**src/rtl/seq_pattern_tx.sv**
```systemverilog
// Serial bit-pattern transmitter: shifts a captured pattern out MSB-first over a
// valid/ready handshake, repeating it rep+1 times, then pulses done.
module seq_pattern_tx #(
    parameter int PAT_W = 8,
    parameter int LEN_W = 4,
    parameter int REP_W = 4
) (
    input  logic             clk,
    input  logic             reset,
    input  logic             start,
    input  logic [PAT_W-1:0] pattern,
    input  logic [LEN_W-1:0] len,
    input  logic [REP_W-1:0] rep,
    output logic             out,
    output logic             out_valid,
    input  logic             out_ready,
    output logic             busy,
    output logic             done
);

    typedef enum logic [1:0] {IDLE, SEND, DONE} state_t;

    state_t           state;
    logic [PAT_W-1:0] pat_q;
    logic [PAT_W-1:0] sh;
    logic [LEN_W-1:0] len_q;
    logic [LEN_W-1:0] cnt;
    logic [REP_W-1:0] pass;

    logic [LEN_W-1:0] len_eff;
    logic [PAT_W-1:0] pat_al;

    // Left-align the pattern so bit [len_eff-1] lands in the MSB; shifting then
    // always reads from the top regardless of length.
    assign len_eff = (len > LEN_W'(PAT_W)) ? LEN_W'(PAT_W) : len;
    assign pat_al  = pattern << (LEN_W'(PAT_W) - len_eff);

    always_ff @(posedge clk) begin
        if (reset) begin
            state     <= IDLE;
            pat_q     <= '0;
            sh        <= '0;
            len_q     <= '0;
            cnt       <= '0;
            pass      <= '0;
            out       <= 1'b0;
            out_valid <= 1'b0;
            busy      <= 1'b0;
            done      <= 1'b0;
        end else begin
            case (state)
                IDLE: begin
                    done <= 1'b0;
                    if (start && len != '0) begin
                        pat_q     <= pat_al;
                        out       <= pat_al[PAT_W-1];
                        sh        <= pat_al << 1;
                        len_q     <= len_eff;
                        cnt       <= len_eff - LEN_W'(1);
                        pass      <= rep;
                        out_valid <= 1'b1;
                        busy      <= 1'b1;
                        state     <= SEND;
                    end
                end
                SEND: begin
                    if (out_ready) begin
                        if (cnt != '0) begin
                            cnt <= cnt - LEN_W'(1);
                            out <= sh[PAT_W-1];
                            sh  <= sh << 1;
                        end else if (pass != '0) begin
                            // Reload with no bubble between passes.
                            pass <= pass - REP_W'(1);
                            cnt  <= len_q - LEN_W'(1);
                            out  <= pat_q[PAT_W-1];
                            sh   <= pat_q << 1;
                        end else begin
                            out       <= 1'b0;
                            out_valid <= 1'b0;
                            busy      <= 1'b0;
                            done      <= 1'b1;
                            state     <= DONE;
                        end
                    end
                end
                DONE: begin
                    done  <= 1'b0;
                    state <= IDLE;
                end
                default: state <= IDLE;
            endcase
        end
    end

endmodule

```
**config.mk**
```make
export PLATFORM = sky130hd
export DESIGN_NAME = seq_pattern_tx
export DESIGN_NICKNAME = d
export VERILOG_FILES = /design/src/rtl/seq_pattern_tx.sv
export SDC_FILE = /design/constraint.sdc
export NUM_CORES = 1
export LEC_CHECK = 0
export ABC_AREA = 1
export ABC_CLOCK_PERIOD_IN_PS = 1700
export BUFFER_PORTS_ARGS = -buffer_cell sky130_fd_sc_hd__clkbuf_2
export CAP_MARGIN = 0
export CORE_MARGIN = 5
export CORE_UTILIZATION = 43
export DETAILED_ROUTE_END_ITERATION = 12
export PLACE_DENSITY_LB_ADDON = 0.2
export RECOVER_POWER = 50
export SYNTH_ARGS = -nofsm -noshare
export SYNTH_HDL_FRONTEND = slang
export SYNTH_SLANG_ARGS = --single-unit
```
**constraint.sdc**
```tcl
create_clock -name clk -period 1.7 [get_ports clk]
set_clock_uncertainty 0.2 [all_clocks]
set_input_delay 0 -clock clk [delete_from_list [all_inputs] [get_ports clk]]
set_output_delay 0 -clock clk [all_outputs]
set_load 0.05 [all_outputs]
```
Word level (Yosys, flattened, before mapping)
Index checks and enable logic that the tools add are counted.
{ "totals": {"regBits": 33, "inputBits": 20, "wordCells": 74} }
{ "classes": {"addsub": 5, "magnitude_cmp": 1, "eq_ne": 8, "n_shift": 1, "mux": 35, "reduce_logical": 15} }
{ "ops": {"columns": ["cell", "count"], "rows": [
  ["4-bit 2-to-1 mux", 9],
  ["8-bit 2-to-1 mux", 4],
  ["4-bit one-hot mux with 2 select lines", 2],
  ["8-bit one-hot mux with 2 select lines", 1],
  ["4-bit by 1-bit subtractor with 4-bit output (second input constant)", 4],
  ["4-bit AND reduction", 3],
  ["4-bit nonzero test", 3],
  ["1-bit 2-to-1 mux", 11],
  ["2-bit inequality test (second input constant)", 5],
  ["5-bit AND reduction", 2],
  ["2-bit 2-to-1 mux", 4],
  ["8-bit by 4-bit << shifter with 8-bit output", 1],
  ["1-bit one-hot mux with 2 select lines", 3],
  ["4-bit greater-than comparator (second input constant)", 1],
  ["2-bit one-hot mux with 2 select lines", 1],
  ["2-bit nonzero test", 2],
  ["4-bit subtractor (first input constant)", 1],
  ["3-bit inequality test (second input constant)", 1],
  ["3-bit AND reduction", 1],
  ["2-bit by 1-bit == test with 1-bit output (second input constant)", 1],
  ["2-bit == test (second input constant)", 1],
  ["2-bit zero test", 1],
  ["2-bit AND reduction", 1],
  ["2-bit OR reduction", 1],
  ["1-bit logical AND", 1]
]} }

Logic depth before layout (Yosys ltp)
{ "logic_depth": {"ltp_word": 6, "mapped_depth": 12} }

Worst setup path before layout
No wires, ideal clock.
{ "synth_timing": {"path_kind": "reg-to-reg", "start": "reg pass[0]", "end": "reg cnt[2]", "setup_ns": 0.109, "t_arrival_ns": 1.398, "t_required_ns": 1.391, "path_slack_ns": -0.007, "stages_incl_launch_ff": 12, "n_path_buf": 1, "period_less_slack_ns": 1.707, "cell_sequence": "dfxtp_1 inv_1 ha_1 nand3_1 inv_1 nand3_1 nand2_1 nor2_8 buf_6 nand3_1 nand2_1 inv_1"} }
{ "synth_via": {"elab_chain_len": 3} }
{ "synth_lines": {"columns": ["element", "line", "rtl"], "rows": [
  ["start: declaration", "28", "logic [REP_W-1:0] pass;"],
  ["start signal: assignment", "60", "pass <= rep;"],
  ["start signal: assignment", "74", "pass <= pass - REP_W'(1);"],
  ["4-bit nonzero test", "72", "end else if (pass != '0) begin"],
  ["3-bit inequality test (no source line)", null, null],
  ["4-bit AND reduction (no source line)", null, null],
  ["end signal: assignment", "59", "cnt <= len_eff - LEN_W'(1);"],
  ["end signal: assignment", "69", "cnt <= cnt - LEN_W'(1);"],
  ["end signal: assignment", "75", "cnt <= len_q - LEN_W'(1);"],
  ["end: declaration", "27", "logic [LEN_W-1:0] cnt;"]
]} }
No other way between the ends.
A chain may end at the register's enable or synchronous reset.

Worst setup path in the final report
{ "layout_timing": {"start": "reg state[1]", "end": "reg sh[6]"} }
{ "layout_via": {"elab_chain_len": 3} }
{ "layout_lines": {"columns": ["element", "line", "rtl"], "rows": [
  ["start: declaration", "23", "state_t state;"],
  ["start signal: assignment", "40", "state <= IDLE;"],
  ["start signal: assignment", "63", "state <= SEND;"],
  ["start signal: assignment", "83", "state <= DONE;"],
  ["2-bit by 1-bit == test with 1-bit output or 2-bit zero test (tied branches)", "51", "case (state)"],
  ["3-bit inequality test (no source line) (tied with other cells)", null, null],
  ["4-bit AND reduction (no source line)", null, null],
  ["end signal: assignment", "57", "sh <= pat_al << 1;"],
  ["end signal: assignment", "71", "sh <= sh << 1;"],
  ["end signal: assignment", "77", "sh <= pat_q << 1;"],
  ["end: declaration", "25", "logic [PAT_W-1:0] sh;"]
]} }
Parallel ways exist; a longest one is shown, timed or not.

==> metrics.txt <==
# TYPE chip_impl_metric gauge
chip_impl_metric{name="synth.cell_area",unit="mm2"} 0.002007
chip_impl_metric{name="detail_route.drc_violations",unit=""} 0
chip_impl_metric{name="worst-endpoint-arrival",unit="ns"} 1.64
chip_impl_metric{name="portbufs",unit=""} 23
chip_impl_metric{name="dieHeight",unit="um"} 78.32
chip_impl_metric{name="slew_violations",unit=""} 0
chip_impl_info{name="cts_tree",value="done"} 1
chip_impl_metric{name="antenna_found_initial",unit=""} 0
chip_impl_info{name="run_status",value="finished clean"} 1
chip_impl_metric{name="detailroute.via_count",unit=""} 2348
chip_impl_metric{name="area_delta_synth_final",unit="%"} 39.59
chip_impl_metric{name="final_hold_viol_count",unit=""} 0
chip_impl_metric{name="weighted_congestion_at_the_end_of_routability_driven_global_placement",unit=""} 0.8728
chip_impl_metric{name="core_area",unit="mm2"} 0.004444
chip_impl_metric{name="post_synth.cell_area_avg",unit="um2"} 6.213
chip_impl_metric{name="netlist.area_leader.share",unit="%"} 31.92
chip_impl_metric{name="setup-violations-final",unit=""} 0
chip_impl_metric{name="detail_route.iter0.violations",unit=""} 110
chip_impl_metric{name="maximum_root_to_sink_buffer_count",unit=""} 2
chip_impl_metric{name="dr.pass1.iters",unit=""} 4
chip_impl_metric{name="final_critical_path_setup_slack",unit="ns"} 0.03075
chip_impl_metric{name="routedWlPerCell",unit="um"} 13.10
chip_impl_metric{name="postSynth.asyncResetShare",unit="%"} 0
chip_impl_metric{name="final_period_utilization",unit="%"} 98.19
chip_impl_metric{name="worst-endpoint-required",unit="ns"} 1.68
chip_impl_info{name="setup.worst_path.start_class",value="flip-flop"} 1
chip_impl_metric{name="clock_insertion_delay_worst_skew",unit="ns"} 0.29
chip_impl_info{name="worstHoldPathType",value="input pin to flip-flop"} 1
chip_impl_info{name="synth_top_cells_by_area",value="sky130_fd_sc_hd__dfxtp_1, sky130_fd_sc_hd__nand2_1, sky130_fd_sc_hd__nand3_1, sky130_fd_sc_hd__inv_1, sky130_fd_sc_hd__nor2_1"} 1
chip_impl_metric{name="ys_seq_area_share",unit="%"} 31.92
chip_impl_metric{name="postSynthRegisterBits",unit=""} 32
chip_impl_info{name="synth_largest_area_cell",value="sky130_fd_sc_hd__dfxtp_1"} 1
chip_impl_metric{name="p_per_area",unit="mW/mm2"} 1008
chip_impl_metric{name="drv.max_cap_violation_count",unit=""} 0
chip_impl_info{name="synthMostInstantiatedCell",value="sky130_fd_sc_hd__nand2_1"} 1
chip_impl_metric{name="clk_pin_slew",unit="ns"} 0.07
chip_impl_metric{name="tightestPinTransition",unit="ns"} 0.6067
chip_impl_metric{name="p_total",unit="mW"} 2.823
chip_impl_metric{name="global_route.usage.total",unit="%"} 18.85
chip_impl_metric{name="synth.yosys.warnings",unit=""} 0
chip_impl_metric{name="floorplan.io_pins",unit=""} 24
chip_impl_metric{name="timing.setup.tns",unit="ns"} 0
chip_impl_metric{name="synth_edf_count",unit=""} 0
chip_impl_metric{name="total_die_area",unit="mm2"} 0.006133
chip_impl_metric{name="ant_nets",unit=""} 0
chip_impl_metric{name="cts.htree.levels",unit=""} 2
chip_impl_metric{name="fmax",unit="MHz"} 599.1
chip_impl_info{name="cts_root_buffer",value="sky130_fd_sc_hd__clkbuf_8"} 1
chip_impl_metric{name="pre_cts_setup_slack",unit="ns"} -0.1244
chip_impl_metric{name="routed_wl",unit="mm"} 5.960
chip_impl_metric{name="rr_worst_depth",unit=""} 8
chip_impl_metric{name="grt_pass1_vias",unit=""} 2167
chip_impl_metric{name="cts_bufs_inserted",unit=""} 5
chip_impl_metric{name="sequential_cell_area",unit="um2"} 646.9
chip_impl_metric{name="finalNetCount",unit=""} 424
chip_impl_metric{name="number_of_cells_on_the_worst_hold_path",unit=""} 7
chip_impl_metric{name="net_count_after_synthesis",unit=""} 345
chip_impl_metric{name="worst_ir_drop_vdd",unit="mV"} 0.5047
chip_impl_metric{name="clock_sinks",unit=""} 32
chip_impl_metric{name="place.detailed.hpwl",unit="mm"} 4.158
chip_impl_metric{name="n_fill_cell",unit=""} 426
chip_impl_info{name="ys_dominant_reg_cell",value="sky130_fd_sc_hd__dfxtp_1"} 1
chip_impl_metric{name="holdWs",unit="ns"} 0.01453
chip_impl_info{name="critical_setup_path_class",value="flip-flop to flip-flop"} 1
chip_impl_metric{name="multi_input_area",unit="mm2"} 0.001229
chip_impl_metric{name="grt.overflow.total",unit=""} 0
chip_impl_metric{name="synth.distinct_cells",unit=""} 32
chip_impl_metric{name="power_leakage",unit="nW"} 1.402
chip_impl_metric{name="post_synth_inst_count",unit=""} 323
chip_impl_metric{name="slew_headroom",unit="%"} 59.73
chip_impl_metric{name="pin_count_of_the_biggest_net_entering_global_routing",unit=""} 21
chip_impl_metric{name="critPathMaxFanout",unit=""} 7
chip_impl_info{name="grt_setup_unrepaired",value="yes"} 1
chip_impl_metric{name="post_route_cells_drive_above_1_share",unit="%"} 29.78
chip_impl_metric{name="insertedDiodeCount",unit=""} 0
chip_impl_metric{name="detail_route.vias_per_cell",unit=""} 5.160
chip_impl_metric{name="die_width",unit="um"} 78.32
chip_impl_info{name="synthTopCellsByCount",value="sky130_fd_sc_hd__nand2_1, sky130_fd_sc_hd__inv_1, sky130_fd_sc_hd__nor2_1"} 1
chip_impl_metric{name="start_util",unit="%"} 45.16
chip_impl_info{name="end_kind",value="flip-flop"} 1
chip_impl_metric{name="fp-row-count",unit=""} 24
chip_impl_metric{name="grt_first_pass_wirelength",unit="mm"} 9.390
chip_impl_metric{name="final.min_clock_period",unit="ns"} 1.669
[worst max-delay path, stage by stage (launching register included)]
cell                      delay [ns]
sky130_fd_sc_hd__dfxtp_2        0.36
sky130_fd_sc_hd__inv_4          0.10
sky130_fd_sc_hd__nand2_4        0.10
sky130_fd_sc_hd__or2_4          0.26
sky130_fd_sc_hd__nand2_4        0.11
sky130_fd_sc_hd__nor2_8         0.06
sky130_fd_sc_hd__buf_4          0.13
sky130_fd_sc_hd__o21ai_0        0.18
sky130_fd_sc_hd__a21oi_1        0.06
[registers in the layout, indices dropped and copies added (netlist names)]
signal	count
busy	1
cnt	4
done	1
len_q	4
out	1
pass	4
pat_q	8
sh	7
state	2
[timing repair]
action,4_1_cts,5_1_grt
setup buffers,0,2
endpoints found under the setup margin,11,19
gates cloned,0,2
pin swaps,1,10
endpoints found under the hold margin,14,0
hold buffers,10,0
gates resized for setup,3,31
[power breakdown]
| group | switching, mW | internal (mW) | leakage (nW) |
|---|---|---|---|
| registers | 0.0707 | 0.865 | 0.266 |
| clock network | 0.300 | 0.323 | 0.0510 |
| logic | 0.707 | 0.557 | 1.08 |
[worst paths after layout]
kind	start	end	slack, ns
worst max-delay path	state[1]	sh[6]	0.03
worst min-delay path	pattern[5]	pat_q[6]	0.01
worst max register to register	state[1]	sh[6]	0.03
worst min register to register	busy	busy	0.28
[metrics by stage]
| step | utilization, % | area, um2 | std cells |
|---|---|---|---|
| after floorplan | - | 2009 | 323 |
| after global placement | 55.91 | 2485 | 433 |
| final | 63.03 | 2801 | 455 |
| after CTS | 60.44 | 2686 | 451 |
| after detailed placement | 55.91 | 2485 | 433 |
| after global routing | 63.03 | 2801 | 455 |
[cell families (layout without fill, tap and decap cells)]
logic type / count (synthesis) / count (layout) / synth area share [%]
and+or+nand+nor: 166 / 166 / 36.91
AOI/OAI and AO/OA: 66 / 66 / 17.39
xor gates and xnor gates: 3 / 3 / 1.309
adders and majority gates: 2 / 2 / 1.247
DFF: 32 / 32 / 31.92
buffers and inverters: 54 / 134 / 11.22
[routing by layer]
metal / part of all wire [%] / vias up / track usage [%]
met5: 0 / - / 0
met4: 1.5 / 0 / 6.643
met3: 5.1 / 10 / 4.119
met2: 48 / 52 / 32.19
met1: 45 / 1080 / 23.40
li1: - / 1206 / -
[final cells by class]
class / instances / area share (%)
Multi-Input combinational cell: 237 / 43.86
Sequential cell: 32 / 23.09
Timing Repair Buffer: 82 / 21.21
Inverter: 43 / 6.029
Clock buffer: 6 / 2.948
Tap cell: 52 / 2.322
Clock inverter: 2 / 0.3573
Timing Repair inverter: 1 / 0.1787
[cells in the final DEF, fill, tap and decap left out, types with 6 or more instances in the layout]
master / n
sky130_fd_sc_hd__a21oi_1: 23
sky130_fd_sc_hd__inv_1: 31
sky130_fd_sc_hd__inv_2: 10
sky130_fd_sc_hd__clkbuf_2: 18
sky130_fd_sc_hd__nand4_1: 7
sky130_fd_sc_hd__o21ai_1: 11
sky130_fd_sc_hd__nor2_1: 31
sky130_fd_sc_hd__clkbuf_8: 6
sky130_fd_sc_hd__nand3_1: 26
sky130_fd_sc_hd__dlygate4sd3_1: 10
sky130_fd_sc_hd__nand2_1: 77
sky130_fd_sc_hd__buf_4: 45
sky130_fd_sc_hd__dfxtp_1: 27
sky130_fd_sc_hd__o21ai_0: 23
(Power assumes the default switching activity.)
